File: config.mk
export PLATFORM = sky130hd
export DESIGN_NAME = llc_mem_serdes_flat
export DESIGN_NICKNAME = d
export VERILOG_FILES = /design/src/rtl/llc_mem_serdes_pkg.sv /design/src/rtl/llc_mem_serdes_if.sv /design/src/rtl/llc_mem_serdes_linebuf.sv /design/src/rtl/llc_mem_serdes.sv /design/src/flat_wrapper.sv
export SDC_FILE = /design/constraint.sdc
export NUM_CORES = 1
export LEC_CHECK = 0
export ABC_AREA = 1
export CAP_MARGIN = 40
export CORE_AREA = 2 2 283 285
export CTS_CLUSTER_DIAMETER = 120
export DETAILED_ROUTE_END_ITERATION = 8
export DIE_AREA = 0 0 285 287
export SYNTH_ARGS = -nofsm -noshare
export SYNTH_HDL_FRONTEND = slang
export SYNTH_SLANG_ARGS = --single-unit
File: constraint.sdc
create_clock -name clk -period 2.2 [get_ports clk]
set_clock_uncertainty 0.2 [all_clocks]
set_input_delay 0.66 -clock clk [delete_from_list [all_inputs] [get_ports clk]]
set_output_delay 0.66 -clock clk [all_outputs]
set_load 0.02 [all_outputs]
File: src/rtl/llc_mem_serdes_pkg.sv
// Shared types and constants for the LLC memory serdes.
// Holds word/line/address types and the serdes state encoding.
package llc_mem_serdes_pkg;

  localparam int BITS_PER_WORD  = 64;
  localparam int WORDS_PER_LINE = 4;
  localparam int ADDR_BITS      = 32;

  localparam int WORD_OFF_BITS  = $clog2(WORDS_PER_LINE);
  localparam int BYTE_OFF_BITS  = $clog2(BITS_PER_WORD / 8);
  localparam int LINE_ADDR_BITS =
    ADDR_BITS - WORD_OFF_BITS - BYTE_OFF_BITS;

  typedef logic [BITS_PER_WORD-1:0] word_t;
  typedef logic [BITS_PER_WORD*WORDS_PER_LINE-1:0] line_t;
  typedef logic [LINE_ADDR_BITS-1:0] line_addr_t;
  typedef logic [ADDR_BITS-1:0] addr_t;
  typedef logic [1:0] hprot_t;

  typedef logic [2:0] llc_mem_serdes_state_t;

  localparam llc_mem_serdes_state_t ST_IDLE       = 3'd0;
  localparam llc_mem_serdes_state_t ST_WR_BEATS   = 3'd1;
  localparam llc_mem_serdes_state_t ST_RD_ADDR    = 3'd2;
  localparam llc_mem_serdes_state_t ST_RD_COLLECT = 3'd3;
  localparam llc_mem_serdes_state_t ST_RSP_OUT    = 3'd4;
  localparam llc_mem_serdes_state_t ST_WR_ACK     = 3'd5;

  // Line-address width left after removing the in-line byte offset.
  function automatic int line_addr_w(
    input int aw,
    input int ww,
    input int wl
  );
    return aw - $clog2(ww * wl / 8);
  endfunction

endpackage

File: src/rtl/llc_mem_serdes_if.sv
// Bundle of core-side and memory-side signals of the LLC memory serdes.
// LLC_MEM_SERDES_WR_ACK_EN adds the write-completion pulse.
interface llc_mem_serdes_if
  import llc_mem_serdes_pkg::*;
#(
  parameter int WORD_W = BITS_PER_WORD,
  parameter int WORDS  = WORDS_PER_LINE,
  parameter int ADDR_W = ADDR_BITS
);

  localparam int LINE_ADDR_W = line_addr_w(ADDR_W, WORD_W, WORDS);

  logic                    llc_mem_req_valid;
  logic                    llc_mem_req_ready;
  logic                    llc_mem_req_hwrite;
  logic [1:0]              llc_mem_req_hprot;
  logic [LINE_ADDR_W-1:0]  llc_mem_req_addr;
  logic [WORD_W*WORDS-1:0] llc_mem_req_line;

  logic                    llc_mem_rsp_valid;
  logic                    llc_mem_rsp_ready;
  logic [WORD_W*WORDS-1:0] llc_mem_rsp_line;

  logic                    mem_req_valid;
  logic                    mem_req_ready;
  logic                    mem_req_write;
  logic [ADDR_W-1:0]       mem_req_addr;
  logic [1:0]              mem_req_hprot;
  logic [WORD_W-1:0]       mem_req_data;
  logic                    mem_req_last;

  logic                    mem_rsp_valid;
  logic                    mem_rsp_ready;
  logic [WORD_W-1:0]       mem_rsp_data;
  logic                    mem_rsp_last;

`ifdef LLC_MEM_SERDES_WR_ACK_EN
  logic                    mem_wr_ack_valid;
`endif

  logic                    serdes_err;

  modport slave (
`ifdef LLC_MEM_SERDES_WR_ACK_EN
    input  mem_wr_ack_valid,
`endif
    input  llc_mem_req_valid,
    input  llc_mem_req_hwrite,
    input  llc_mem_req_hprot,
    input  llc_mem_req_addr,
    input  llc_mem_req_line,
    input  llc_mem_rsp_ready,
    input  mem_req_ready,
    input  mem_rsp_valid,
    input  mem_rsp_data,
    input  mem_rsp_last,
    output llc_mem_req_ready,
    output llc_mem_rsp_valid,
    output llc_mem_rsp_line,
    output mem_req_valid,
    output mem_req_write,
    output mem_req_addr,
    output mem_req_hprot,
    output mem_req_data,
    output mem_req_last,
    output mem_rsp_ready,
    output serdes_err
  );

  modport master (
`ifdef LLC_MEM_SERDES_WR_ACK_EN
    output mem_wr_ack_valid,
`endif
    output llc_mem_req_valid,
    output llc_mem_req_hwrite,
    output llc_mem_req_hprot,
    output llc_mem_req_addr,
    output llc_mem_req_line,
    output llc_mem_rsp_ready,
    output mem_req_ready,
    output mem_rsp_valid,
    output mem_rsp_data,
    output mem_rsp_last,
    input  llc_mem_req_ready,
    input  llc_mem_rsp_valid,
    input  llc_mem_rsp_line,
    input  mem_req_valid,
    input  mem_req_write,
    input  mem_req_addr,
    input  mem_req_hprot,
    input  mem_req_data,
    input  mem_req_last,
    input  mem_rsp_ready,
    input  serdes_err
  );

endinterface

File: src/rtl/llc_mem_serdes_linebuf.sv
// Line buffer shared by write serialisation and read assembly.
// Full-line load, single-word write by index, word and line read.
module llc_mem_serdes_linebuf #(
  parameter int WORD_W = 64,
  parameter int WORDS  = 4,
  parameter int IDX_W  = $clog2(WORDS)
) (
  input  logic                    clk,
  input  logic                    rst,
  input  logic                    load,
  input  logic [WORD_W*WORDS-1:0] load_line,
  input  logic                    wr,
  input  logic [IDX_W-1:0]        wr_idx,
  input  logic [WORD_W-1:0]       wr_word,
  input  logic [IDX_W-1:0]        rd_idx,
  output logic [WORD_W-1:0]       rd_word,
  output logic [WORD_W*WORDS-1:0] line
);

  logic [WORDS-1:0][WORD_W-1:0] mem;

  // Whole-line load wins over a single-word write.
  always_ff @(posedge clk or negedge rst) begin
    if (!rst) begin
      mem <= '0;
    end else if (load) begin
      mem <= load_line;
    end else if (wr) begin
      mem[wr_idx] <= wr_word;
    end
  end

  assign rd_word = mem[rd_idx];
  assign line    = mem;

endmodule

File: src/rtl/llc_mem_serdes.sv
// LLC line <-> word-beat serdes between llc_core and the memory NoC.
// Define LLC_MEM_SERDES_WR_ACK_EN to wait for a write-completion pulse.
module llc_mem_serdes
  import llc_mem_serdes_pkg::*;
#(
  parameter int WORD_W = BITS_PER_WORD,
  parameter int WORDS  = WORDS_PER_LINE,
  parameter int ADDR_W = ADDR_BITS
) (
  input logic clk,
  input logic rst,
  llc_mem_serdes_if.slave bus
);

  localparam int IDX_W  = $clog2(WORDS);
  localparam int BYTE_W = $clog2(WORD_W / 8);
  localparam int LINE_ADDR_W = line_addr_w(ADDR_W, WORD_W, WORDS);
  localparam logic [IDX_W-1:0] LAST_IDX = IDX_W'(WORDS - 1);

  llc_mem_serdes_state_t state;

  logic [IDX_W-1:0]       beat_cnt;
  logic [1:0]             hprot_q;
  logic [LINE_ADDR_W-1:0] addr_q;
  logic                   up_q;
  logic                   err_q;

  logic in_wr;
  logic in_rd;
  logic in_col;
  logic in_out;
  logic is_last;
  logic req_fire;
  logic beat_fire;
  logic col_fire;
  logic out_fire;
  logic last_bad;
  logic wr_ack;
  logic ack_stray;

  logic [WORD_W-1:0]       buf_word;
  logic [WORD_W*WORDS-1:0] buf_line;

  assign in_wr  = (state == ST_WR_BEATS);
  assign in_rd  = (state == ST_RD_ADDR);
  assign in_col = (state == ST_RD_COLLECT);
  assign in_out = (state == ST_RSP_OUT);

  assign is_last = (beat_cnt == LAST_IDX);

  assign bus.llc_mem_req_ready = up_q && (state == ST_IDLE);
  assign bus.mem_req_valid     = in_wr || in_rd;
  assign bus.mem_req_write     = in_wr;
  assign bus.mem_req_last      = in_rd || (in_wr && is_last);
  assign bus.mem_req_data      = in_wr ? buf_word : '0;
  assign bus.mem_req_hprot     = bus.mem_req_valid ? hprot_q : '0;
  assign bus.mem_req_addr      = bus.mem_req_valid
    ? {addr_q, beat_cnt, {BYTE_W{1'b0}}}
    : '0;
  assign bus.mem_rsp_ready     = in_col;
  assign bus.llc_mem_rsp_valid = in_out;
  assign bus.llc_mem_rsp_line  = in_out ? buf_line : '0;
  assign bus.serdes_err        = err_q;

  assign req_fire  = bus.llc_mem_req_valid && bus.llc_mem_req_ready;
  assign beat_fire = bus.mem_req_valid && bus.mem_req_ready;
  assign col_fire  = in_col && bus.mem_rsp_valid;
  assign out_fire  = in_out && bus.llc_mem_rsp_ready;
  assign last_bad  = col_fire && (bus.mem_rsp_last != is_last);

`ifdef LLC_MEM_SERDES_WR_ACK_EN
  assign wr_ack    = bus.mem_wr_ack_valid;
  assign ack_stray = wr_ack && (state != ST_WR_ACK);
`else
  assign wr_ack    = 1'b0;
  assign ack_stray = 1'b0;
`endif

  llc_mem_serdes_linebuf #(
    .WORD_W (WORD_W),
    .WORDS  (WORDS),
    .IDX_W  (IDX_W)
  ) u_linebuf (
    .clk       (clk),
    .rst       (rst),
    .load      (req_fire && bus.llc_mem_req_hwrite),
    .load_line (bus.llc_mem_req_line),
    .wr        (col_fire),
    .wr_idx    (beat_cnt),
    .wr_word   (bus.mem_rsp_data),
    .rd_idx    (beat_cnt),
    .rd_word   (buf_word),
    .line      (buf_line)
  );

  // Hold core-side ready low for the first cycle after reset.
  always_ff @(posedge clk or negedge rst) begin
    if (!rst) begin
      up_q <= 1'b0;
    end else begin
      up_q <= 1'b1;
    end
  end

  // Sticky error on misplaced last markers or stray write acks.
  always_ff @(posedge clk or negedge rst) begin
    if (!rst) begin
      err_q <= 1'b0;
    end else if (last_bad || ack_stray) begin
      err_q <= 1'b1;
    end
  end

  // Request sequencing and beat counting.
  always_ff @(posedge clk or negedge rst) begin
    if (!rst) begin
      state    <= ST_IDLE;
      beat_cnt <= '0;
      hprot_q  <= '0;
      addr_q   <= '0;
    end else begin
      unique case (state)
        ST_IDLE: begin
          if (req_fire) begin
            hprot_q  <= bus.llc_mem_req_hprot;
            addr_q   <= bus.llc_mem_req_addr;
            beat_cnt <= '0;
            state    <= bus.llc_mem_req_hwrite
              ? ST_WR_BEATS
              : ST_RD_ADDR;
          end
        end
        ST_WR_BEATS: begin
          if (beat_fire) begin
            beat_cnt <= beat_cnt + 1'b1;
            if (is_last) begin
`ifdef LLC_MEM_SERDES_WR_ACK_EN
              state <= ST_WR_ACK;
`else
              state <= ST_IDLE;
`endif
            end
          end
        end
        ST_RD_ADDR: begin
          if (beat_fire) begin
            state <= ST_RD_COLLECT;
          end
        end
        ST_RD_COLLECT: begin
          if (col_fire) begin
            beat_cnt <= beat_cnt + 1'b1;
            if (is_last) begin
              state <= ST_RSP_OUT;
            end
          end
        end
        ST_RSP_OUT: begin
          if (out_fire) begin
            state <= ST_IDLE;
          end
        end
        ST_WR_ACK: begin
          if (wr_ack) begin
            state <= ST_IDLE;
          end
        end
        default: begin
          state    <= ST_IDLE;
          beat_cnt <= '0;
        end
      endcase
    end
  end

endmodule

File: src/flat_wrapper.sv
// flat-port wrapper written by rule: the top's interface ports become plain ports
module llc_mem_serdes_flat import llc_mem_serdes_pkg::*;
#(
  parameter int WORD_W = BITS_PER_WORD,
  parameter int WORDS  = WORDS_PER_LINE,
  parameter int ADDR_W = ADDR_BITS
)
  (clk, rst, bus_llc_mem_req_valid, bus_llc_mem_req_hwrite, bus_llc_mem_req_hprot, bus_llc_mem_req_addr, bus_llc_mem_req_line, bus_llc_mem_rsp_ready, bus_mem_req_ready, bus_mem_rsp_valid, bus_mem_rsp_data, bus_mem_rsp_last, bus_llc_mem_req_ready, bus_llc_mem_rsp_valid, bus_llc_mem_rsp_line, bus_mem_req_valid, bus_mem_req_write, bus_mem_req_addr, bus_mem_req_hprot, bus_mem_req_data, bus_mem_req_last, bus_mem_rsp_ready, bus_serdes_err);
  llc_mem_serdes_if #(.WORD_W(WORD_W), .WORDS(WORDS), .ADDR_W(ADDR_W)) bus_i ();
  input logic clk;
  input logic rst;
  input wire logic [$bits(bus_i.llc_mem_req_valid)-1:0] bus_llc_mem_req_valid;
  input wire logic [$bits(bus_i.llc_mem_req_hwrite)-1:0] bus_llc_mem_req_hwrite;
  input wire logic [$bits(bus_i.llc_mem_req_hprot)-1:0] bus_llc_mem_req_hprot;
  input wire logic [$bits(bus_i.llc_mem_req_addr)-1:0] bus_llc_mem_req_addr;
  input wire logic [$bits(bus_i.llc_mem_req_line)-1:0] bus_llc_mem_req_line;
  input wire logic [$bits(bus_i.llc_mem_rsp_ready)-1:0] bus_llc_mem_rsp_ready;
  input wire logic [$bits(bus_i.mem_req_ready)-1:0] bus_mem_req_ready;
  input wire logic [$bits(bus_i.mem_rsp_valid)-1:0] bus_mem_rsp_valid;
  input wire logic [$bits(bus_i.mem_rsp_data)-1:0] bus_mem_rsp_data;
  input wire logic [$bits(bus_i.mem_rsp_last)-1:0] bus_mem_rsp_last;
  output wire logic [$bits(bus_i.llc_mem_req_ready)-1:0] bus_llc_mem_req_ready;
  output wire logic [$bits(bus_i.llc_mem_rsp_valid)-1:0] bus_llc_mem_rsp_valid;
  output wire logic [$bits(bus_i.llc_mem_rsp_line)-1:0] bus_llc_mem_rsp_line;
  output wire logic [$bits(bus_i.mem_req_valid)-1:0] bus_mem_req_valid;
  output wire logic [$bits(bus_i.mem_req_write)-1:0] bus_mem_req_write;
  output wire logic [$bits(bus_i.mem_req_addr)-1:0] bus_mem_req_addr;
  output wire logic [$bits(bus_i.mem_req_hprot)-1:0] bus_mem_req_hprot;
  output wire logic [$bits(bus_i.mem_req_data)-1:0] bus_mem_req_data;
  output wire logic [$bits(bus_i.mem_req_last)-1:0] bus_mem_req_last;
  output wire logic [$bits(bus_i.mem_rsp_ready)-1:0] bus_mem_rsp_ready;
  output wire logic [$bits(bus_i.serdes_err)-1:0] bus_serdes_err;
  assign bus_i.llc_mem_req_valid = bus_llc_mem_req_valid;
  assign bus_i.llc_mem_req_hwrite = bus_llc_mem_req_hwrite;
  assign bus_i.llc_mem_req_hprot = bus_llc_mem_req_hprot;
  assign bus_i.llc_mem_req_addr = bus_llc_mem_req_addr;
  assign bus_i.llc_mem_req_line = bus_llc_mem_req_line;
  assign bus_i.llc_mem_rsp_ready = bus_llc_mem_rsp_ready;
  assign bus_i.mem_req_ready = bus_mem_req_ready;
  assign bus_i.mem_rsp_valid = bus_mem_rsp_valid;
  assign bus_i.mem_rsp_data = bus_mem_rsp_data;
  assign bus_i.mem_rsp_last = bus_mem_rsp_last;
  assign bus_llc_mem_req_ready = bus_i.llc_mem_req_ready;
  assign bus_llc_mem_rsp_valid = bus_i.llc_mem_rsp_valid;
  assign bus_llc_mem_rsp_line = bus_i.llc_mem_rsp_line;
  assign bus_mem_req_valid = bus_i.mem_req_valid;
  assign bus_mem_req_write = bus_i.mem_req_write;
  assign bus_mem_req_addr = bus_i.mem_req_addr;
  assign bus_mem_req_hprot = bus_i.mem_req_hprot;
  assign bus_mem_req_data = bus_i.mem_req_data;
  assign bus_mem_req_last = bus_i.mem_req_last;
  assign bus_mem_rsp_ready = bus_i.mem_rsp_ready;
  assign bus_serdes_err = bus_i.serdes_err;
  llc_mem_serdes #(.WORD_W(WORD_W), .WORDS(WORDS), .ADDR_W(ADDR_W)) u_core (.clk(clk), .rst(rst), .bus(bus_i));
endmodule
* Yosys cells after proc, flatten, opt, wreduce, memory -nomap -nowiden
Cells that the tools add are included.
** Storage, ports and cells
- Register bits :: 292
- Input bits :: 357
- Output and inout bits :: 361
- Word-level logic and storage cells :: 70
** Cells by class
- $add $sub $neg :: 1
- $lt $le $gt $ge :: 2
- Equal/unequal tests :: 14
- Muxes and demuxes :: 24
- Bitwise logic cells :: 2
- Reductions and logical operators :: 17
** Operators with widths (count)
- 2-to-1 mux 256 bit :: 3
- bitwise mux 256 bit :: 1
- 2-to-1 mux 64 bit :: 3
- binary-select mux 64 bit (select 2 bit) :: 1
- demux 64 bit (select 2 bit) :: 1
- 2-to-1 mux 32 bit :: 1
- 2-to-1 mux 3 bit :: 7
- case mux 3 bit (6 select lines) :: 1
- != test 2 bit (second input constant) :: 6
- 2-to-1 mux 2 bit :: 5
- logical AND 1 bit :: 9
- case mux 2 bit (4 select lines) :: 1
- AND reduction 8 bit :: 1
- == test 3 x 2 -> 1 bit (second input constant) :: 2
- == test 3 bit (second input constant) :: 2
- AND reduction 4 bit :: 1
- == test 3 x 1 -> 1 bit (second input constant) :: 1
- zero test 3 bit :: 1
- less-than comparator 2 x 3 -> 1 bit (second input constant) :: 1
- OR reduction 3 bit :: 1
- adder 2 x 1 -> 2 bit (second input constant) :: 1
- == test 2 bit (second input constant) :: 1
- >= comparator 2 x 1 -> 1 bit (second input constant) :: 1
- logical OR 1 bit :: 2
- other kinds (5) :: 6

* Logic depth before layout (Yosys ltp)
- Depth in word-level cells :: 7
- Mapped depth :: 12
- Gate-level depth less buffers :: 8

* Cells and area by module
Synthesis repeated with hierarchy kept, for this count alone.
** Second synthesis, totals
- Cells, all modules :: 3488
- Area total of the unflattened synthesis :: 21230.4 um2
** By module, submodules not included
- llc_mem_serdes_linebuf :: instances 1, cells each 2570, area each 16674.7 um2
- llc_mem_serdes :: instances 1, cells each 918, area each 4555.6 um2

* Worst setup path after synthesis
Ideal clock, no wire load.
- Path type :: reg2out
- Start :: reg u_core.state[0]
- End :: out bus_mem_req_addr[10]
- Arrival :: 1840 ps
- Required time :: 1340 ps
- Setup slack :: -500 ps
- Cell stages (with the launch flop) :: 10
- Path through :: dfrtp_1 inv_2 nor2_1 inv_1 nor2_1 inv_2 nand2_1 inv_2 clkbuf_1 nor2_1
** Between the ends
- Cells in the longest elaborated chain, start to end :: 3
** Ends and longest elaborated chain
- from (decl) :: line llc_mem_serdes.sv:20 : llc_mem_serdes_state_t state;
- from (signal assigned) :: line llc_mem_serdes.sv:128 : state <= bus.llc_mem_req_hwrite
- == test 3 x 1 -> 1 bit :: line llc_mem_serdes.sv:44 : assign in_wr = (state == ST_WR_BEATS);
- net bus_mem_req_write :: line flat_wrapper.sv:26 : output wire logic [$bits(bus_i.mem_req_write)-1:0] bus_mem_req_write;
- logical OR 1 bit :: line llc_mem_serdes.sv:52 : assign bus.mem_req_valid = in_wr || in_rd;
- net bus_mem_req_valid :: line flat_wrapper.sv:25 : output wire logic [$bits(bus_i.mem_req_valid)-1:0] bus_mem_req_valid;
- 2-to-1 mux 32 bit :: line llc_mem_serdes.sv:58 : ? {addr_q, beat_cnt, {BYTE_W{1'b0}}}
- to (decl) :: line flat_wrapper.sv:27 : output wire logic [$bits(bus_i.mem_req_addr)-1:0] bus_mem_req_addr;
The timed path passes the listed nets, and every way through them passes these cells.

* Worst setup path after layout
- Start :: reg u_core.beat_cnt[0]
- End :: out bus_mem_req_data[59]
** Between the ends
- Cells in the longest elaborated chain, start to end :: 3
** Ends and longest elaborated chain
- from (decl) :: line llc_mem_serdes.sv:22 : logic [IDX_W-1:0] beat_cnt;
- from (signal assigned) :: line llc_mem_serdes.sv:135 : beat_cnt <= beat_cnt + 1'b1;
- from (signal assigned) :: line llc_mem_serdes.sv:152 : beat_cnt <= beat_cnt + 1'b1;
- binary-select mux 64 bit (select 2 bit) :: line llc_mem_serdes_linebuf.sv:33 : assign rd_word = mem[rd_idx];
- 2-to-1 mux 64 bit (not written as such) :: line llc_mem_serdes_linebuf.sv:33
- 2-to-1 mux 64 bit :: line llc_mem_serdes.sv:55 : assign bus.mem_req_data = in_wr ? buf_word : '0;
- to (decl) :: line flat_wrapper.sv:29 : output wire logic [$bits(bus_i.mem_req_data)-1:0] bus_mem_req_data;
No other way between the ends. The select of a mux whose other input is x is not followed.

==> results.md <==
- Drt wl/cell: 21.3 µm
- Fin util: 47.8%
- Grt met2 use: 44.0%
- Number of enable flip-flop cells after synthesis: 0
- Max-Cap Viols: 0
- Fin. Hold Viols: 0
- Mean Syn Cell Area: 6.19 µm²
- WP data required: 1.34 ns
- Asr flop ratio synth: 100%
- Setup Viol. Count Final: 531
- DIE WIDTH: 285 µm
- Synth-to-Final Area Change: 93.4%
- Mapped Cells: 3137
- Netlist cell types: 27
- Initial DRT Pass Iterations: 5
- Layout cell share with drive strength beyond 1: 33.0%
- DR DRC count: 0
- Largest net degree at the start of global routing: 68
- Final #Nets: 4567
- Hold path depth: 2
- Pre-CTS setup slack: -0.764 ns
- Clock buffer depth: 3
- # clock sinks: 292
- Setup crit start kind: flip-flop
- Worst-skew pair later-pin latency: 0.56 ns
- Worst-case reg-to-reg path depth: 10
- Worst VDD drop: 501 µV
- Worst EP arrival: 2.17 ns
- Power Total: 42800 µW
- RSZ-0062 raised after global routing: yes
- Hold WC Path Type: reg -> reg
- Post-synthesis mux area share: 0%
- #FFs+latches synth: 292
- Switching power share of the total: 44.9%
- First-pass GRT wire length: 160 mm
- Top-count cell post-synth: nand2_1
- Minimum clock period: 3.03 ns
- Post-Layout Inst Area: 37600 µm²
- GRT met3 Usage: 4.14%
- Total GRT Usage: 25.9%
- Clock transition at the registers of the reported paths: 0.07 ns
- Compound-cell area share of the yosys netlist: 12.0%
- CTS buffer count: 40
- Die Y: 287 µm
- Total Die Area: 81800 µm²
- Outcome: complete, but fails checks
- Final RePlAce weighted congestion: 0.917
- Core ar.: 78600 µm²
- I/O pins: 718
- Most used DFF post-synth: dfrtp_1
- Sequential power share: 23.7%
- Initial antenna violation count: 13
- Drt initial violations: 1896
- Comb pwr share: 59.3%
- Crit Path Class: reg -> out
- Clock share of power: 17.1%
- Worst hold slack: 0.280 ns
- Failing checks: setup timing
- Xor and xnor area share after synthesis: 0.0451%
- Largest area contributor in the synthesized netlist: dfrtp_1
- Synth Area in Adders: 0.258%
- Final WL: 113 mm
- Number of global-route vias before repair: 24700
- Final worst slack: -0.827 ns
- Psw: 19200 µW
- Root Driver: clkbuf_16
- P_int: 23600 µW
- DR vias: 25300
- Share of the synthesized area in the top cell type: 37.6%
- Yosys synthesis warning count: 0
- Top post-synthesis cells by count: nand2_1, inv_1, nor2_1
- Final worst-path cycle share: 138%
- Gr ovfl total: 0
- Peak Freq: 0.330 GHz
- CP Max Fanout: 6
- Detailed placement HPWL: 78.3 mm
- Synth Area in Simple Gates: 32.5%
- Row Count: 103
- PortBufs: 714
- Synthesized area: 19400 µm²
- M1 GR Usage: 32.5%
- H-tree levels: 2
- TritonCTS clock tree: done
- Starting Density: 24.7%
- DRT antenna net count: 0
- Vias per Instance: 4.78
- Leakage power: 0.0188 µW
- Gr busiest metal: met2
- Max-slew violations: 0
- Main combinational cell family by area after synthesis: simple AND/OR/NAND/NOR gates
- Crit. End Element: output pin
- Ranking of synthesized cells by area: dfrtp_1, nand2_1, inv_1
- Register area share after synthesis: 37.6%
- Placed Instance Area: 32000 µm²
- Pwr/cell area: 1140 nW/µm²
## cells in the final DEF (no fill, tap or decap), types with 104 or more instances in the layout
master / instances
nand2_1: 781
inv_1: 624
buf_4: 427
clkdlybuf4s50_1: 355
buf_6: 306
dfrtp_1: 288
nor2_4: 228
a21oi_1: 204
nand3_1: 151
nor2_1: 147
nand4_1: 143
buf_12: 104
## path summary, 6_finish.rpt
check | start | end | slack (ns)
worst max-delay path | u_core.beat_cnt[0]$_DFFE_PN0P_ | bus_mem_req_data[59] | -0.83
worst min-delay path | u_core.u_linebuf.line[169]$_DFFE_PN0P_ | u_core.u_linebuf.line[169]$_DFFE_PN0P_ | 0.28
worst max register to register | u_core.beat_cnt[0]$_DFFE_PN0P_ | u_core.u_linebuf.line[184]$_DFFE_PN0P_ | -0.26
worst min register to register | u_core.u_linebuf.line[169]$_DFFE_PN0P_ | u_core.u_linebuf.line[169]$_DFFE_PN0P_ | 0.28
max in group asynchronous | rst | u_core.addr_q[2]$_DFFE_PN0P_ | 0.69
min in group asynchronous | rst | u_core.u_linebuf.line[202]$_DFFE_PN0P_ | 0.33
## critical path, cell delays in order (launching register included)
cell and delay, ns:
dfrtp_4 0.59, clkbuf_16 0.22, buf_8 0.14, a21oi_2 0.13, o21ai_1 0.10, a21oi_2 0.23
buf_4 0.19
## per-stage QoR
| stage | cells | TNS [ns] |
|---|---|---|
| final | 5299 | -262.07 |
| after global routing | 5298 | -304.65 |
| after CTS | 5250 | -262.82 |
| after detailed placement | 5070 | -251.70 |
| after global placement | 5070 | -241.09 |
| after floorplan | 3139 | -31.21 |
## layout make-up
class | instances | area, µm²
diodes | 11 | 27.5
clock buffers | 61 | 1230
clock inverters | 13 | 230
fillers | 7543 | 41000
inverters | 633 | 2420
multi-input cells | 1986 | 11500
flip-flops and latches | 292 | 7320
well taps | 1050 | 1310
repair buffers | 1253 | 13500
## cell families after synthesis
group	after synthesis
flip-flops	292
AND/OR/NAND/NOR	1510
AO/OA/AOI/OAI	467
XOR/XNOR	1
other	2
adder cells (fa/ha/maj)	4
buffers and inverters	861
## what timing repair did
| item | 4_1_cts | 5_1_grt |
|---|---|---|
| setup endpoints to repair | 486 | 497 |
| setup buffers | 85 | 39 |
| pin swaps | 37 | 59 |
| cloned | 20 | 10 |
| hold buffers | 1 | 0 |
| endpoints found under the hold margin | 72 | 0 |
| gates resized for setup | 2220 | 369 |
## registers in the layout, summed over array words and instances (netlist names)
signal / cells
u_core.addr_q: 27
u_core.beat_cnt: 2
u_core.bus.serdes_err: 1
u_core.hprot_q: 2
u_core.state: 3
u_core.u_linebuf.line: 256
u_core.up_q: 1
## power by group through the flow
stage	combinational (µW)	clock (µW)	sequential, µW
after detailed placement	21600	0	9880
final	25300	7310	10100
after global routing	27300	7670	10300
after floorplan	11100	0	9250
after CTS	23800	7520	9920
after global placement	21500	0	9850
## layer usage
layer | wire (µm) | up-vias | share of wire [%]
li1 | - | 11800 | -
met1 | 45100 | 12100 | 40
met3 | 8530 | 244 | 7.6
met2 | 54600 | 1245 | 48
met4 | 4690 | 0 | 4.2
met5 | 0 | - | 0
(Power assumes the default switching activity.)
